### src/rtl/cmp_bist_sequencer_if.sv
// Comparator-side bus of the BIST sequencer: operands out, flags back.
// master = sequencer (drives a_out/b_out), slave = comparator (drives flags).
interface cmp_bist_sequencer_if #(
    parameter int WIDTH = 2
);
    logic [WIDTH-1:0] a_out;
    logic [WIDTH-1:0] b_out;
    logic             gt_in;
    logic             eq_in;
    logic             lt_in;

    modport master (
        output a_out,
        output b_out,
        input  gt_in,
        input  eq_in,
        input  lt_in
    );

    modport slave (
        input  a_out,
        input  b_out,
        output gt_in,
        output eq_in,
        output lt_in
    );
endinterface

### src/rtl/cmp_bist_sequencer.sv
// BIST sequencer: sweeps all {A,B} pairs into a magnitude comparator,
// samples its gt/eq/lt flags after SETTLE_CYCLES and checks them.
// Ports: clk, rst (sync, active-high), start, cmp (master bus),
// busy, done, pass, fail_count, illegal_seen, first_fail_a/b/valid.
module cmp_bist_sequencer #(
    parameter int WIDTH         = 2,
    parameter int SETTLE_CYCLES = 1
) (
    input  logic                 clk,
    input  logic                 rst,
    input  logic                 start,
    cmp_bist_sequencer_if.master cmp,
    output logic                 busy,
    output logic                 done,
    output logic                 pass,
    output logic [2*WIDTH:0]     fail_count,
    output logic                 illegal_seen,
    output logic [WIDTH-1:0]     first_fail_a,
    output logic [WIDTH-1:0]     first_fail_b,
    output logic                 first_fail_valid
);
    typedef enum logic [1:0] {
        IDLE,
        SETTLE,
        CHECK,
        DONE
    } state_t;

    localparam int CW =
        (SETTLE_CYCLES > 1) ? $clog2(SETTLE_CYCLES) : 1;
    localparam logic [CW-1:0] CNT_LAST = CW'(SETTLE_CYCLES - 1);
    localparam logic [WIDTH-1:0] MAX = '1;

    state_t              state_q, state_d;
    logic [CW-1:0]       cnt_q, cnt_d;
    logic [WIDTH-1:0]    a_q, a_d;
    logic [WIDTH-1:0]    b_q, b_d;
    logic [2*WIDTH:0]    fc_q, fc_d;
    logic                ill_q, ill_d;
    logic [WIDTH-1:0]    ffa_q, ffa_d;
    logic [WIDTH-1:0]    ffb_q, ffb_d;
    logic                ffv_q, ffv_d;

    logic [2:0]          flags;
    logic [2:0]          golden;
    logic                mism;

    assign flags  = {cmp.gt_in, cmp.eq_in, cmp.lt_in};
    assign golden = {a_q > b_q, a_q == b_q, a_q < b_q};
    // golden is always one-hot, so a non-one-hot flag set
    // is automatically a mismatch as well.
    assign mism   = (flags != golden);

    always_ff @(posedge clk) begin
        if (rst) begin
            state_q <= IDLE;
            cnt_q   <= '0;
            a_q     <= '0;
            b_q     <= '0;
            fc_q    <= '0;
            ill_q   <= 1'b0;
            ffa_q   <= '0;
            ffb_q   <= '0;
            ffv_q   <= 1'b0;
        end else begin
            state_q <= state_d;
            cnt_q   <= cnt_d;
            a_q     <= a_d;
            b_q     <= b_d;
            fc_q    <= fc_d;
            ill_q   <= ill_d;
            ffa_q   <= ffa_d;
            ffb_q   <= ffb_d;
            ffv_q   <= ffv_d;
        end
    end

    always_comb begin
        state_d = state_q;
        cnt_d   = cnt_q;
        a_d     = a_q;
        b_d     = b_q;
        fc_d    = fc_q;
        ill_d   = ill_q;
        ffa_d   = ffa_q;
        ffb_d   = ffb_q;
        ffv_d   = ffv_q;
        unique case (state_q)
            IDLE, DONE: begin
                if (start) begin
                    state_d = SETTLE;
                    cnt_d   = '0;
                    a_d     = '0;
                    b_d     = '0;
                    fc_d    = '0;
                    ill_d   = 1'b0;
                    ffa_d   = '0;
                    ffb_d   = '0;
                    ffv_d   = 1'b0;
                end
            end
            SETTLE: begin
                if (cnt_q == CNT_LAST) begin
                    cnt_d   = '0;
                    state_d = CHECK;
                end else begin
                    cnt_d = cnt_q + 1'b1;
                end
            end
            CHECK: begin
                if (mism) begin
                    fc_d = fc_q + 1'b1;
                    if (!ffv_q) begin
                        ffa_d = a_q;
                        ffb_d = b_q;
                        ffv_d = 1'b1;
                    end
                end
                if (!$onehot(flags)) begin
                    ill_d = 1'b1;
                end
                if (a_q == MAX && b_q == MAX) begin
                    state_d = DONE;
                end else begin
                    state_d = SETTLE;
                    b_d     = b_q + 1'b1;
                    if (b_q == MAX) begin
                        a_d = a_q + 1'b1;
                    end
                end
            end
            default: begin
                state_d = IDLE;
            end
        endcase
    end

    always_comb begin
        busy             = (state_q == SETTLE) || (state_q == CHECK);
        done             = (state_q == DONE);
        pass             = done && (fc_q == '0);
        fail_count       = fc_q;
        illegal_seen     = ill_q;
        first_fail_a     = ffa_q;
        first_fail_b     = ffb_q;
        first_fail_valid = ffv_q;
        cmp.a_out        = a_q;
        cmp.b_out        = b_q;
    end
endmodule

### src/flat_wrapper.sv
// flat-port wrapper written by rule: the top's interface ports become plain ports
module cmp_bist_sequencer_flat 
#(
    parameter int WIDTH         = 2,
    parameter int SETTLE_CYCLES = 1
)
  (clk, rst, start, busy, done, pass, fail_count, illegal_seen, first_fail_a, first_fail_b, first_fail_valid, cmp_a_out, cmp_b_out, cmp_gt_in, cmp_eq_in, cmp_lt_in);
  cmp_bist_sequencer_if #(.WIDTH(WIDTH)) cmp_i ();
  input  logic clk;
  input  logic rst;
  input  logic start;
  output logic busy;
  output logic done;
  output logic pass;
  output logic [2*WIDTH:0] fail_count;
  output logic illegal_seen;
  output logic [WIDTH-1:0] first_fail_a;
  output logic [WIDTH-1:0] first_fail_b;
  output logic first_fail_valid;
  output wire logic [$bits(cmp_i.a_out)-1:0] cmp_a_out;
  output wire logic [$bits(cmp_i.b_out)-1:0] cmp_b_out;
  input wire logic [$bits(cmp_i.gt_in)-1:0] cmp_gt_in;
  input wire logic [$bits(cmp_i.eq_in)-1:0] cmp_eq_in;
  input wire logic [$bits(cmp_i.lt_in)-1:0] cmp_lt_in;
  assign cmp_a_out = cmp_i.a_out;
  assign cmp_b_out = cmp_i.b_out;
  assign cmp_i.gt_in = cmp_gt_in;
  assign cmp_i.eq_in = cmp_eq_in;
  assign cmp_i.lt_in = cmp_lt_in;
  cmp_bist_sequencer #(.WIDTH(WIDTH), .SETTLE_CYCLES(SETTLE_CYCLES)) u_core (.clk(clk), .rst(rst), .start(start), .cmp(cmp_i), .busy(busy), .done(done), .pass(pass), .fail_count(fail_count), .illegal_seen(illegal_seen), .first_fail_a(first_fail_a), .first_fail_b(first_fail_b), .first_fail_valid(first_fail_valid));
endmodule
### config.mk
export PLATFORM = sky130hd
export DESIGN_NAME = cmp_bist_sequencer_flat
export DESIGN_NICKNAME = d
export VERILOG_FILES = /design/src/rtl/cmp_bist_sequencer_if.sv /design/src/rtl/cmp_bist_sequencer.sv /design/src/flat_wrapper.sv
export SDC_FILE = /design/constraint.sdc
export NUM_CORES = 1
export LEC_CHECK = 0
export BUFFER_PORTS_ARGS = -buffer_cell sky130_fd_sc_hd__buf_2
export CORE_MARGIN = 10
export CORE_UTILIZATION = 52
export DETAILED_ROUTE_END_ITERATION = 10
export HOLD_SLACK_MARGIN = 0.1
export PLACE_DENSITY = 0.81
export SYNTH_ARGS = -nofsm -noshare
export SYNTH_HDL_FRONTEND = slang
export SYNTH_SLANG_ARGS = --single-unit
### constraint.sdc
create_clock -name clk -period 2.6 [get_ports clk]
set_clock_uncertainty 0.05 [all_clocks]
set_input_delay 0.13 -clock clk [delete_from_list [all_inputs] [get_ports clk]]
set_output_delay 0.13 -clock clk [all_outputs]
set_load 0.01 [all_outputs]
# --- Yosys cells after proc, flatten, opt, wreduce, memory -nomap -nowiden ---
# Index checks and enable logic that the tools add are counted.
word_totals:
  regBits: 18
  output_inout_bits: 18
  word_cells: 73
classes:
  n_reduce_logical: 15
  order_cmp: 2
  addsub: 6
  n_eq_ne: 15
  mux: 26
ops:
  columns: ["operator", "n"]
  rows:
  - ["$mux W2", 11]
  - ["$pmux W2 S2", 4]
  - ["$mux W5", 2]
  - ["$ne A2 B2 Y1 const B", 5]
  - ["$pmux W5 S2", 1]
  - ["$reduce_and A3 Y1", 3]
  - ["$eq A2 B2 Y1 const B", 4]
  - ["$reduce_and A4 Y1", 2]
  - ["$pmux W1 S2", 3]
  - ["$pmux W2 S3", 1]
  - ["$add A5 B1 Y5 const B", 1]
  - ["$logic_not A5 Y1", 1]
  - ["$add A2 B1 Y2 const B", 2]
  - ["$eq A2 B1 Y1 const B", 2]
  - ["$mux W1", 4]
  - ["$ne A2 B1 Y1 const B", 2]
  - ["$reduce_and A2 Y1", 2]
  - ["$reduce_bool A2 Y1", 2]
  - ["$ne A3 B3 Y1", 1]
  - ["$add A1 B1 Y2", 1]
  - ["$add A2 B1 Y2", 1]
  - ["$eq A2 B2 Y1", 1]
  - ["$gt A2 B2 Y1", 1]
  - ["$logic_and A1 B1 Y1", 2]
  - ["5 further kinds", 5]

# --- Depth between registers and ports, before layout ---
depth:
  word_depth: 5
  mapped_depth: 8
  ltp_nobuf: 7

# --- Least setup slack after synthesis ---
# Ideal clock, no wire load.
synth_path:
  path_type: "flip-flop to flip-flop"
  from: "register u_core.a_q[0], in the netlist u_core.cmp.a_out[0]"
  to: "register u_core.fc_q[2], in the netlist u_core.fail_count[2]"
  t_arrival_ns: 1.862
  path_buffers: 1
  synth_period_minus_slack_ns: 2.013
  required_time_ns: 2.449
  stages_incl_launch_ff: 9
  slack_ns: 0.587
  path_cell_list: "dfxtp_1 > inv_1 > ha_1 > nor4bb_1 > a31oi_1 > a211oi_2 > buf_6 > o311ai_0 > o41ai_1"
synth_via:
  elab_chain_len: 4
synth_rtl:
  columns: ["item", "line_no", "source"]
  rows:
  - ["start, declared", "cmp_bist_sequencer.sv:36", "logic [WIDTH-1:0] a_q, a_d;"]
  - ["start signal, assigned", "cmp_bist_sequencer.sv:58", "a_q <= '0;"]
  - ["start signal, assigned", "cmp_bist_sequencer.sv:68", "a_q <= a_d;"]
  - ["$lt A2 B2 Y1 (tied with other cells)", "cmp_bist_sequencer.sv:49", "assign golden = {a_q > b_q, a_q == b_q, a_q < b_q};"]
  - ["$ne A3 B3 Y1 *", "cmp_bist_sequencer.sv:52", "assign mism = (flags != golden);"]
  - ["$ne A2 B1 Y1 (no line) *", null, null]
  - ["$reduce_and A3 Y1 (no line) *", null, null]
  - ["end signal, assigned", "cmp_bist_sequencer.sv:60", "fc_q <= '0;"]
  - ["end signal, assigned", "cmp_bist_sequencer.sv:70", "fc_q <= fc_d;"]
  - ["end, declared", "cmp_bist_sequencer.sv:38", "logic [2*WIDTH:0] fc_q, fc_d;"]
# Mark *: on every way between the ends. The rest lies on a longest branch, timed or not.
# A chain may end at the register's enable or synchronous reset.

# --- Final worst setup path ---
# Ends and elaborated chain as after synthesis.

==> impl_results.md <==
- Io pins: 24
- Reg2Reg Depth: 8
- Yosys top cell by area: dfxtp_1
- Endpoints failing hold: 0
- Drt wl/cell: about 15 µm
- Layout cells sized above 1: between 20% and 30%
- Setup violations, final: 0
- Main synth FF type: dfxtp_1
- Post-DP HPWL: between 1500 and 2000 µm
- Initial antenna violation count: 0
- TritonRoute pass-1 iters: 4
- #FFs+latches synth: 17
- Initial Utilization: 54.6%
- Largest net degree at the start of global routing: 20
- Clock tree from TritonCTS: yes
- MaxCap Viol Count: 0
- Critical path data required time: 2.76 ns
- Die W: 65.1 µm
- Grt ovf: 0
- Top cell type's share of synthesized area: roughly 32%
- DP Area: between 1000 and 1500 µm²
- Synth top area cells: dfxtp_1 32%, ha_1 11%, or3_1 5.3%, nand3_1 4.7%, inv_1 3.9%
- Fmax: 0.447 GHz
- Leak pwr: about 0.52 nW
- Row cnt: 16
- Yosys cell types: 36
- CTS clk-pin slew, worst paths: 0.11 ns
- Detailed-route DRC error count: 0
- Ant diodes: 0
- Min setup slack post-route: 0.362 ns
- Mapped Area: about 1100 µm²
- Post-synth EDFFs: 0
- Worst Setup Start Kind: flip-flop
- Max Slew Vio Count: 0
- Vias/cell: 5.87
- Initial DRC Count: 45
- Remaining antenna violation count after routing: 0
- Layout area overhead: 15.9%
- RSZ-0062 raised after global routing: false
- Hold Crit Class: input port to flip-flop
- Asr flop ratio synth: 0%
- CTS root buffer: clkbuf_4
- Post-Syn Instances: 129
- Cts bufs inserted: 3
- Worst VDD drop: roughly 0.00052 V
- Fin crit period: roughly 2.2 ns
- Total die area: 4240 µm²
- Post-CTS Setup Inserts: 0
- Die height: roughly 65 µm
- Clock latency on the worst-skew pair: roughly 0.30 ns
- DR vias: around 1100
- Clk buf depth: 2
- Overall Power: ~840 µW
- Commonest cells after routing, fill and taps aside: 23 x buf_2, 17 x dfxtp_1, 11 x inv_1
- Status: finished, final reports clean
- Most common library cell in the layout ignoring fill and taps: buf_2
- GPL Wtd Cong: 0.791
- Yosys warns: 0
- Clk sinks: 17
- Mean Syn Cell Area: a little over 8 µm²
- Pwr dens: just under 700 nW/µm²
- Hold Path Stages: 2
- Core box area: between 1500 and 2000 µm²
- First-pass GRT wire length: 4580 µm
- Cells after DPL: between 150 and 200
- Post-synthesis sequential area ratio: between 30% and 40%
- H-tree depth: 1
- WP data arrival: ~2.4 ns
- Final worst path period share: between 80% and 90%
- Drt total wl: ~2600 µm
- Final setup TNS: 0 ns
- Syn Nets: approximately 150
- Final Cell Area: 1230 µm²
- WHS: around 0.16 ns
- Setup CP Type: flip-flop to flip-flop
- Nets: 170
- Pre-CTS WS: between 0.3 and 0.4 ns
- GRT Util Overall: between 10% and 20%
- Tightest Pin Transition: around 0.58 ns
- Vias in the first global route: between 1000 and 1500
- Post-Layout Cell Count: 180
- Max transition margin: 61.0%
- Core Util, Final: 63.3%
- Max Fanout on Critical Path: 17
- Worst setup EP type: flip-flop
- Port-buffer cells: 23
[synth_stat cells, types with 2 or more instances]
master / n
a211o_1: 2
a211oi_1: 2
a21oi_1: 8
a31oi_1: 6
and3_1: 2
buf_2: 2
clkbuf_1: 3
dfxtp_1: 17
ha_1: 9
inv_1: 11
nand2_1: 6
nand2b_1: 5
nand3_1: 10
nand3b_1: 2
nor2_1: 5
nor2b_1: 3
o21ai_0: 3
o21ai_1: 6
o21ai_2: 2
or3_1: 9
[sequential cells by signal (all words and copies together), names as in the netlist]
signal / cells
u_core.cmp.a_out: 2
u_core.state_q: 2
u_core.cmp.b_out: 2
u_core.illegal_seen: 1
u_core.first_fail_b: 2
u_core.first_fail_a: 2
u_core.first_fail_valid: 1
u_core.fail_count: 5
[worst paths after layout]
path / slack (ns) / from / endpoint
worst max register to register: 0.36 / u_core.cmp.a_out[0] / u_core.fail_count[2]
worst max-delay path: 0.36 / u_core.cmp.a_out[0] / u_core.fail_count[2]
worst min-delay path: 0.16 / rst / u_core.cmp.b_out[0]
worst min register to register: 0.44 / u_core.cmp.b_out[1] / u_core.cmp.b_out[1]
[critical path, cell delays in order (launching register included)]
cell      delay, ns
dfxtp_1        0.39
inv_1          0.10
ha_1           0.34
nand2_1        0.09
a31oi_1        0.23
a211oi_2       0.10
buf_4          0.19
or3_1          0.42
o41ai_1        0.26
[timing repair]
action | CTS | global route
hold endpoints to repair | 2 | 0
gates resized for setup | 0 | 0
hold buffers | 1 | 0
[kinds of logic (layout without fill, tap and decap cells)]
logic type,count (synthesis),in the layout,synth area share (%)
AOI/OAI and AO/OA,36,36,22.2
adders and majority gates,10,10,12.5
buffers and inverters,17,41,6.97
DFF,17,17,32.1
muxes,1,1,1.06
and+or+nand+nor,48,48,25.1
[where the power goes]
group	switching (mW)	internal (mW)
clock network	0.0908	0.0574
logic	0.238	0.137
registers	0.0298	0.287
total	0.359	0.481
[layer usage]
metal / global-route usage (%) / part of all wire (%) / up-vias / wire length (µm)
met5: 0 / 0 / - / 0
met4: 2.94 / 0.76 / 0 / 20
met3: 4.58 / 6.1 / 4 / 160
met2: 22.8 / 50 / 30 / 1300
met1: 14.6 / 43 / 501 / 1140
li1: - / - / 522 / -
[final cells by class]
| class | instances | area (µm²) |
|---|---|---|
| multi-input cells | 95 | 646 |
| flip-flops and latches | 17 | 340 |
| clock buffers | 3 | 22.5 |
| repair buffers | 26 | 140 |
| fillers | 192 | 713 |
| clock inverters | 1 | 5.00 |
| well taps | 27 | 33.8 |
| inverters | 11 | 41.3 |
No activity file was read; power rests on OpenSTA's default activity.
